File: src/rtl/id_pkg.sv
// rtl/id_pkg.sv - shared opcode, funct, ALU-op and global-state constants for decode
package id_pkg;

    localparam logic [1:0] ST_IDLE = 2'b00;
    localparam logic [1:0] ST_RUN  = 2'b01;

    localparam logic [5:0] OP_RTYPE = 6'h00;
    localparam logic [5:0] OP_J     = 6'h02;
    localparam logic [5:0] OP_JAL   = 6'h03;
    localparam logic [5:0] OP_BEQ   = 6'h04;
    localparam logic [5:0] OP_BNE   = 6'h05;
    localparam logic [5:0] OP_ADDI  = 6'h08;
    localparam logic [5:0] OP_ANDI  = 6'h0C;
    localparam logic [5:0] OP_ORI   = 6'h0D;
    localparam logic [5:0] OP_LW    = 6'h23;
    localparam logic [5:0] OP_SW    = 6'h2B;

    localparam logic [5:0] FN_JR  = 6'h08;
    localparam logic [5:0] FN_ADD = 6'h20;
    localparam logic [5:0] FN_SUB = 6'h22;
    localparam logic [5:0] FN_AND = 6'h24;
    localparam logic [5:0] FN_OR  = 6'h25;
    localparam logic [5:0] FN_SLT = 6'h2A;

    typedef enum logic [3:0] {
        ALU_ADD  = 4'd0,
        ALU_SUB  = 4'd1,
        ALU_AND  = 4'd2,
        ALU_OR   = 4'd3,
        ALU_SLT  = 4'd4,
        ALU_PASS = 4'd5
    } alu_op_e;

endpackage

File: src/rtl/instruction_decode_register_file.sv
// rtl/instruction_decode_register_file.sv - 2R/1W register file, r0 hardwired to zero, write-first bypass
module register_file #(
    parameter int DW    = 32,
    parameter int DEPTH = 32,
    parameter int AW    = 5
) (
    input  logic          clk_i,
    input  logic          rst_i,
    input  logic [AW-1:0] ra1_i,
    input  logic [AW-1:0] ra2_i,
    output logic [DW-1:0] rd1_o,
    output logic [DW-1:0] rd2_o,
    input  logic          we_i,
    input  logic [AW-1:0] wa_i,
    input  logic [DW-1:0] wd_i
);

    logic [DW-1:0] regs_q [DEPTH];

    always_ff @(posedge clk_i) begin
        if (rst_i) begin
            for (int i = 0; i < DEPTH; i++) begin
                regs_q[i] <= '0;
            end
        end else if (we_i && (wa_i != '0)) begin
            regs_q[wa_i] <= wd_i;
        end
    end

    // A same-cycle writeback wins over the stored value so dependent reads see it immediately.
    always_comb begin
        rd1_o = regs_q[ra1_i];
        if (ra1_i == '0) begin
            rd1_o = '0;
        end else if (we_i && (wa_i == ra1_i)) begin
            rd1_o = wd_i;
        end
    end

    always_comb begin
        rd2_o = regs_q[ra2_i];
        if (ra2_i == '0) begin
            rd2_o = '0;
        end else if (we_i && (wa_i == ra2_i)) begin
            rd2_o = wd_i;
        end
    end

endmodule

File: src/rtl/instruction_decode.sv
// rtl/instruction_decode.sv - decode stage: register read, zero-cycle PC redirect, squash and ID/EX register
module instruction_decode
    import id_pkg::*;
#(
    parameter int DW       = 32,
    parameter int RF_DEPTH = 32,
    parameter int RA_W     = 5
) (
    input  logic            clk,
    input  logic            rst,
    input  logic [1:0]      curr_state,
    input  logic [DW-1:0]   if_pc,
    input  logic [DW-1:0]   if_ir,
    input  logic            wb_we,
    input  logic [RA_W-1:0] wb_addr,
    input  logic [DW-1:0]   wb_data,
    output logic            jump,
    output logic            branch,
    output logic            Jal_swit,
    output logic            JR_swit,
    output logic [DW-1:0]   jump_addr,
    output logic [DW-1:0]   branch_addr,
    output logic            ex_valid,
    output logic [DW-1:0]   ex_rs_val,
    output logic [DW-1:0]   ex_rt_val,
    output logic [DW-1:0]   ex_imm,
    output logic [RA_W-1:0] ex_dst,
    output logic [3:0]      ex_alu_op,
    output logic            ex_alu_src,
    output logic            ex_mem_rd,
    output logic            ex_mem_wr,
    output logic            ex_reg_we,
    output logic            ex_link,
    output logic [DW-1:0]   ex_link_addr
);

    logic [5:0]      opcode, funct;
    logic [RA_W-1:0] rs_a, rt_a, rd_a;
    logic [15:0]     imm16;
    logic [DW-1:0]   rs_val, rt_val, imm_ext;
    logic            active, squash_q, squash_d;

    logic            valid_d, reg_we_d, mem_rd_d, mem_wr_d, link_d, alu_src_d, zext_d;
    logic            is_j, is_jal, is_jr, is_beq, is_bne;
    logic [RA_W-1:0] dst_d;
    alu_op_e         alu_op_d;

    assign opcode = if_ir[31:26];
    assign rs_a   = if_ir[25:21];
    assign rt_a   = if_ir[20:16];
    assign rd_a   = if_ir[15:11];
    assign funct  = if_ir[5:0];
    assign imm16  = if_ir[15:0];

    register_file #(.DW(DW), .DEPTH(RF_DEPTH), .AW(RA_W)) u_rf (
        .clk_i (clk),
        .rst_i (rst),
        .ra1_i (rs_a),
        .ra2_i (rt_a),
        .rd1_o (rs_val),
        .rd2_o (rt_val),
        .we_i  (wb_we),
        .wa_i  (wb_addr),
        .wd_i  (wb_data)
    );

    // The word fetched right after a taken redirect is the fall-through and must not execute.
    assign active = (curr_state == ST_RUN) && !squash_q;

    always_comb begin
        valid_d   = 1'b0;
        reg_we_d  = 1'b0;
        mem_rd_d  = 1'b0;
        mem_wr_d  = 1'b0;
        link_d    = 1'b0;
        alu_src_d = 1'b0;
        zext_d    = 1'b0;
        dst_d     = '0;
        alu_op_d  = ALU_ADD;
        is_j      = 1'b0;
        is_jal    = 1'b0;
        is_jr     = 1'b0;
        is_beq    = 1'b0;
        is_bne    = 1'b0;
        if (active) begin
            unique case (opcode)
                OP_RTYPE: begin
                    unique case (funct)
                        FN_ADD: begin valid_d = 1'b1; reg_we_d = 1'b1; dst_d = rd_a; alu_op_d = ALU_ADD; end
                        FN_SUB: begin valid_d = 1'b1; reg_we_d = 1'b1; dst_d = rd_a; alu_op_d = ALU_SUB; end
                        FN_AND: begin valid_d = 1'b1; reg_we_d = 1'b1; dst_d = rd_a; alu_op_d = ALU_AND; end
                        FN_OR:  begin valid_d = 1'b1; reg_we_d = 1'b1; dst_d = rd_a; alu_op_d = ALU_OR;  end
                        FN_SLT: begin valid_d = 1'b1; reg_we_d = 1'b1; dst_d = rd_a; alu_op_d = ALU_SLT; end
                        FN_JR:  begin valid_d = 1'b1; is_jr = 1'b1; alu_op_d = ALU_PASS; end
                        default: ;
                    endcase
                end
                OP_J:    begin valid_d = 1'b1; is_j = 1'b1; alu_op_d = ALU_PASS; end
                OP_JAL:  begin
                    valid_d = 1'b1; is_jal = 1'b1; reg_we_d = 1'b1; link_d = 1'b1;
                    dst_d = '1; alu_op_d = ALU_PASS;
                end
                OP_BEQ:  begin valid_d = 1'b1; is_beq = 1'b1; alu_op_d = ALU_SUB; end
                OP_BNE:  begin valid_d = 1'b1; is_bne = 1'b1; alu_op_d = ALU_SUB; end
                OP_ADDI: begin valid_d = 1'b1; reg_we_d = 1'b1; dst_d = rt_a; alu_src_d = 1'b1; alu_op_d = ALU_ADD; end
                OP_ANDI: begin valid_d = 1'b1; reg_we_d = 1'b1; dst_d = rt_a; alu_src_d = 1'b1; zext_d = 1'b1; alu_op_d = ALU_AND; end
                OP_ORI:  begin valid_d = 1'b1; reg_we_d = 1'b1; dst_d = rt_a; alu_src_d = 1'b1; zext_d = 1'b1; alu_op_d = ALU_OR; end
                OP_LW:   begin valid_d = 1'b1; reg_we_d = 1'b1; mem_rd_d = 1'b1; dst_d = rt_a; alu_src_d = 1'b1; alu_op_d = ALU_ADD; end
                OP_SW:   begin valid_d = 1'b1; mem_wr_d = 1'b1; dst_d = rt_a; alu_src_d = 1'b1; alu_op_d = ALU_ADD; end
                default: ;
            endcase
        end
    end

    assign imm_ext = zext_d ? {{(DW-16){1'b0}}, imm16} : {{(DW-16){imm16[15]}}, imm16};

    assign jump        = is_j;
    assign Jal_swit    = is_jal;
    assign JR_swit     = is_jr;
    assign branch      = (is_beq && (rs_val == rt_val)) || (is_bne && (rs_val != rt_val));
    assign branch_addr = if_pc + {{(DW-18){imm16[15]}}, imm16, 2'b00};
    assign jump_addr   = is_jr ? rs_val :
                         (is_j || is_jal) ? {if_pc[DW-1:DW-4], if_ir[25:0], 2'b00} : '0;
    assign squash_d    = jump || branch || Jal_swit || JR_swit;

    always_ff @(posedge clk) begin
        if (rst) begin
            squash_q     <= 1'b0;
            ex_valid     <= 1'b0;
            ex_rs_val    <= '0;
            ex_rt_val    <= '0;
            ex_imm       <= '0;
            ex_dst       <= '0;
            ex_alu_op    <= '0;
            ex_alu_src   <= 1'b0;
            ex_mem_rd    <= 1'b0;
            ex_mem_wr    <= 1'b0;
            ex_reg_we    <= 1'b0;
            ex_link      <= 1'b0;
            ex_link_addr <= '0;
        end else begin
            squash_q     <= squash_d;
            ex_valid     <= valid_d;
            ex_rs_val    <= rs_val;
            ex_rt_val    <= rt_val;
            ex_imm       <= imm_ext;
            ex_dst       <= dst_d;
            ex_alu_op    <= alu_op_d;
            ex_alu_src   <= alu_src_d;
            ex_mem_rd    <= mem_rd_d;
            ex_mem_wr    <= mem_wr_d;
            ex_reg_we    <= reg_we_d;
            ex_link      <= link_d;
            ex_link_addr <= if_pc;
        end
    end

endmodule

File: config.mk
export PLATFORM = sky130hd
export DESIGN_NAME = instruction_decode
export DESIGN_NICKNAME = d
export VERILOG_FILES = /design/src/rtl/id_pkg.sv /design/src/rtl/instruction_decode_register_file.sv /design/src/rtl/instruction_decode.sv
export SDC_FILE = /design/constraint.sdc
export NUM_CORES = 2
export LEC_CHECK = 0
export CORE_MARGIN = 3
export CORE_UTILIZATION = 60
export CTS_BUF_LIST = sky130_fd_sc_hd__clkbuf_4 sky130_fd_sc_hd__clkbuf_8 sky130_fd_sc_hd__clkbuf_16
export DETAILED_ROUTE_END_ITERATION = 8
export DONT_BUFFER_PORTS = 1
export PLACE_DENSITY = 0.78
export SLEW_MARGIN = 25
export SYNTH_ARGS = -nofsm -noshare
export SYNTH_HDL_FRONTEND = slang
export SYNTH_HIERARCHICAL = 1
export SYNTH_SLANG_ARGS = --single-unit
File: constraint.sdc
create_clock -name clk -period 3.9 [get_ports clk]
set_clock_uncertainty 0.05 [all_clocks]
set_input_delay 0.39 -clock clk [delete_from_list [all_inputs] [get_ports clk]]
set_output_delay 0.39 -clock clk [all_outputs]
set_load 0.05 [all_outputs]
### Word level (Yosys, flattened, before mapping)

Memory sizes are Yosys's and may differ from the RTL's.
Index checks and enable logic that the tools add are counted.

* register bits: 129
* memory bits (writable): 1024
* bits of input ports: 106
* output and inout bits: 211
* logic and storage cells: 102
* memories kept: 1

Memories
* u_rf.regs_q: words 32, bits a word 32, read ports 2, clocked after memory_dff 0, write ports 32, RTL line instruction_decode_register_file.sv:18 `logic [DW-1:0] regs_q [DEPTH];`

* add/subtract/negate cells: 1
* equality and inequality tests: 20
* mux-type cells: 38
* bitwise logic cells: 1
* reduce and logical (&&, ||, !) cells: 27

Operators by type and width (number)
* $mux 32: 7
* $eq 6x6->1 const B: 7
* $add 32x32->32: 1
* $eq 32x32->1: 1
* $ne 32x32->1: 1
* $reduce_or 32->1: 1
* $pmux 3 s5: 2
* $eq 6x4->1 const B: 4
* $mux 1: 24
* $pmux 5 s3: 1
* $reduce_or 5->1: 3
* $eq 6x2->1 const B: 2
* $eq 6x3->1 const B: 2
* $eq 5x5->1: 2
* $logic_not 5->1: 2
* $mux 5: 2
* $reduce_or 2->1: 5
* $reduce_or 9->1: 1
* $logic_and 1x1->1: 6
* $logic_not 6->1: 1
* $reduce_or 6->1: 1
* $logic_or 1x1->1: 5
* $reduce_bool 5->1: 1
* $pmux 1 s2: 2
* other kinds (3): 3

### Depth between registers and ports, before layout

* depth after elaboration: 10
* gate-level depth with buffers: 16
* depth with buffers taken out: 12

### Modules after synthesis

The synthesis kept the hierarchy.

By module, submodules not included
* register_file: instances 1, cells an instance 3802, area each 55059.1 um2, sequential area each 30749.5 um2
* instruction_decode: instances 1, cells an instance 664, area each 6145.9 um2, sequential area each 2562.5 um2

### Worst setup path before layout

OpenSTA, ideal clock, no wires.

* path kind: in2out
* start: input if_ir[21]
* end: output branch
* arrival time: 3.669 ns
* data required time: 3.460 ns
* slack: -0.209 ns
* stages on the path: 14
* buffers on the path: 3
* cells stage by stage: buf_2 > buf_6 > buf_2 > mux4_2 > a21oi_1 > o21ai_0 > a32o_1 > xor2_1 > nor4_1 > nand4_1 > nor2_1 > xnor2_1 > or3_1 > nor2_1

* longest elaborated chain between the ends: 7
* elaborated cells between the ends (all ways): 11
* those cells by class: eq/ne: 3; mux: 2; reduce/logical: 5; memory: 1

RTL lines
* from (decl): RTL line instruction_decode.sv:13 `input logic [DW-1:0] if_ir,`
* parallel branches: the longest is 3 deep, another holds $mem_v2 32x32
* $mux 32 (*): RTL line instruction_decode_register_file.sv:33 `if (ra1_i == '0) begin`
* via rs_val[23]: RTL line instruction_decode.sv:40 `logic [DW-1:0] rs_val, rt_val, imm_ext;`
* $eq 32x32->1 / $ne 32x32->1 (equally long branches): RTL line instruction_decode.sv:120 `assign branch = (is_beq && (rs_val == rt_val)) || (is_bne && (rs_val != rt_val));`
* $logic_and 1x1->1: RTL line instruction_decode.sv:120
* $logic_or 1x1->1 (*): RTL line instruction_decode.sv:120
* to (decl): RTL line instruction_decode.sv:18 `output logic branch,`

Mark *: on every way through the listed nets, which the timed path passes.

### Worst setup path after layout

Ends and elaborated chain as after synthesis.

==> reports/metrics.cfg <==
[route]
vias=45600
ant_nets=0
first_pass_iters=8
drtIter0Drc=8512
wl_per_cell_um=38.4
via_per_inst=7.51
drc=0
wirelength_um=233000

[clock_network]
path_clk_slew_ns=0.06
clockRootBuffer=clkbuf_16
cts_buffer_depth=3
cts_buffers=121
cts.sinks=1152
h-tree-depth=3
clkLatencyLatePin_ns=0.74
cts_tree=built

[logic_synthesis]
synth.avg_cell_area_um2=13.7
syn_area_mm2=0.0612
synth.top_cell.area_share=0.502
synth-simple-area-share=0.140
yosys-top-cells-count=edfxtp_1, and2_1, mux4_2, mux2i_1, clkbuf_1
synthCells=4466
synthMuxAreaShare=0.193
synth-seq-area-share=0.544
synth-warning-count=6
ys_ff_latch=1152
synth_compound_area_frac=0.0699
ys_types=76
synth_edf_count=1024
ys_async_sr_fraction=0
synth_top_family_by_area=multiplexers
yosys-top-cells-area=edfxtp_1, mux4_2, and2_1
yosys.cell_count.top_type=edfxtp_1
synth_top_area_cell=edfxtp_1
ys.flop_type=edfxtp_1
synth_xor_area_frac=0.00987
synthAdderAreaFrac=0.00626

[sta]
tightest_slew_ns=2.62
hold_viol=0
finalCriticalPeriod_ns=6.11
grt_setup_unrepaired=yes
fin_ws_ns=-2.21
timing.final.crit_share=1.57
relSlewSlack=-0.745
setup-violations-final=22
setup_tns_ns=-15.23
fmax_ghz=0.164
final-max-slew-violation-count=165

[critical_path]
startpoint_type=primary input
cp_cell_sequence=mux4_2, a211oi_2, nand2_1, a32o_2, xor2_2, nor4_4, nand4_1, nor2_1, buf_4, xnor2_1, or3_4, nor2_4, buf_12
cp_num_buf_inv=2
cp_slowest_cell=mux4_2
crit_arrival_ns=5.67
path_max_fanout=323
worstSetupPathType=in -> out
critical_path.max_stage_delay_ns=1.40
critPathTopFamily=simple AND/OR/NAND/NOR gates
cp-end-kind=output port
cp.required_ns=3.46

[floorplanning]
dieWidth_um=325
rows=116
start_util=0.609
die-area_mm2=0.106
coreArea_mm2=0.101
die_h_um=325
pin_count=317

[pwr]
power_switching_mw=8.39
power_leakage_nw=25.1
power_density_mw_per_mm2=453
power_frac_clock=0.388
power_frac_comb=0.141
p_int_mw=23.2
ir_drop_v=0.000568
sequentialPowerShare=0.471
switching_share=0.266

[status]
violations=max-slew violations, negative setup slack
status=finished with violations

[cells_and_area]
final_cells=6069
finalNetCount=4713
syn2layout_area_growth_pct=13.8
drive_above_1_share=0.225

[worst_hold_path]
min_path_type=in -> reg

[global_route]
antenna_found_initial=37
grt_pass1_wl_um=323000
grt_max_degree=334
grt_overflow=0
grt_usage=0.432
first_global_vias=44200

[place]
placed_cells=5710
hpwl_um=134000
gp_congestion=0.995
io_buffers=0
pre_cts_slack_ns=-0.441

[job]
drv_cap=0

[what timing repair did]
item,in CTS,in global routing
hold endpoints to repair,1152,0
endpoints found under the setup margin,1,7
hold buffers,99,0
pin swaps,10,10
setup buffers,1,2
resized for setup,16,25
[registers in the layout, indices dropped and copies added, names as in the netlist]
name	count
ex_rt_val	32
ex_dst	5
ex_reg_we	1
ex_alu_op	3
ex_mem_rd	1
squash_q	1
u_rf/regs_q	1024
ex_alu_src	1
ex_link	1
ex_mem_wr	1
ex_valid	1
ex_rs_val	32
ex_imm	17
ex_link_addr	32
[metrics by stage]
step / hold WS, ns / utilization / area, um2 / total power, mW
finish: 0.0208 / 0.693 / 69700 / 31.6
global placement: 0.424 / 0.638 / 64100 / 18.8
CTS: 0.00372 / 0.691 / 69500 / 31.2
global route: 0.0157 / 0.692 / 69600 / 32.1
floorplan: 0.417 / - / 61300 / 17.6
detailed placement: 0.426 / 0.638 / 64100 / 18.9
[final timing paths]
path / from / end / slack (ns) / cells after the start
worst min-delay path: wb_data[21] / u_rf/regs_q[13][21]$_SDFFCE_PN0P_ / 0.02 / 2
worst max-delay path: if_ir[21] / branch / -2.21 / 13
worst max register to register: u_rf/regs_q[20][8]$_SDFFCE_PN0P_ / squash_q$_SDFF_PP0_ / 0.32 / 12
worst min register to register: squash_q$_SDFF_PP0_ / ex_valid$_SDFF_PP0_ / 0.76 / 3
[cells in the final DEF (no fill, tap or decap), types with 90 or more instances in the layout]
cell type | netlist | routed
a21oi_1 | 102 | 102
a22oi_1 | 115 | 107
and2_1 | 998 | 998
buf_4 | 49 | 268
clkbuf_16 | 0 | 131
dfxtp_1 | 128 | 127
edfxtp_1 | 1024 | 1024
mux2i_1 | 330 | 327
mux4_2 | 375 | 375
nand2_1 | 93 | 90
nor2b_1 | 120 | 117
[final cells by class]
cell class	instances	area, um2
Timing Repair Buffer	417	4020
Inverter	14	52.6
Sequential cell	1152	33300
Clock inverter	71	718
Fill cell	6618	30900
Tap cell	1357	1700
Clock buffer	158	3520
Antenna cell	29	72.6
Multi-Input combinational cell	2871	26300
[power groups by stage]
| stage | combinational (mW) | sequential (mW) | clock (mW) |
|---|---|---|---|
| after floorplan | 2.71 | 14.9 | 0 |
| after global placement | 3.82 | 15.0 | 0 |
| after detailed placement | 3.85 | 15.1 | 0 |
| after CTS | 4.17 | 14.8 | 12.2 |
| after global routing | 4.45 | 14.9 | 12.7 |
| final | 4.46 | 14.9 | 12.2 |
[cell families (layout without fill, tap and decap cells)]
| kind of cell | after synthesis | count (layout) |
|---|---|---|
| other | 2 | 62 |
| multiplexers | 712 | 712 |
| AND/OR/NAND/NOR | 1430 | 1430 |
| XOR/XNOR | 69 | 69 |
| flip-flops | 1152 | 1152 |
| adder cells (fa/ha/maj) | 30 | 30 |
| AO/OA/AOI/OAI | 597 | 597 |
| buffers and inverters | 474 | 660 |
[layer usage]
| layer | GRT usage | part of all wire | vias up |
|---|---|---|---|
| met1 | 0.505 | 0.30 | 22200 |
| met3 | 0.209 | 0.18 | 1353 |
| li1 | - | - | 17100 |
| met4 | 0.308 | 0.093 | 28 |
| met2 | 0.623 | 0.42 | 4848 |
| met5 | 0.0199 | 0.0017 | - |
Note: power is estimated with default switching activity, not from simulation.
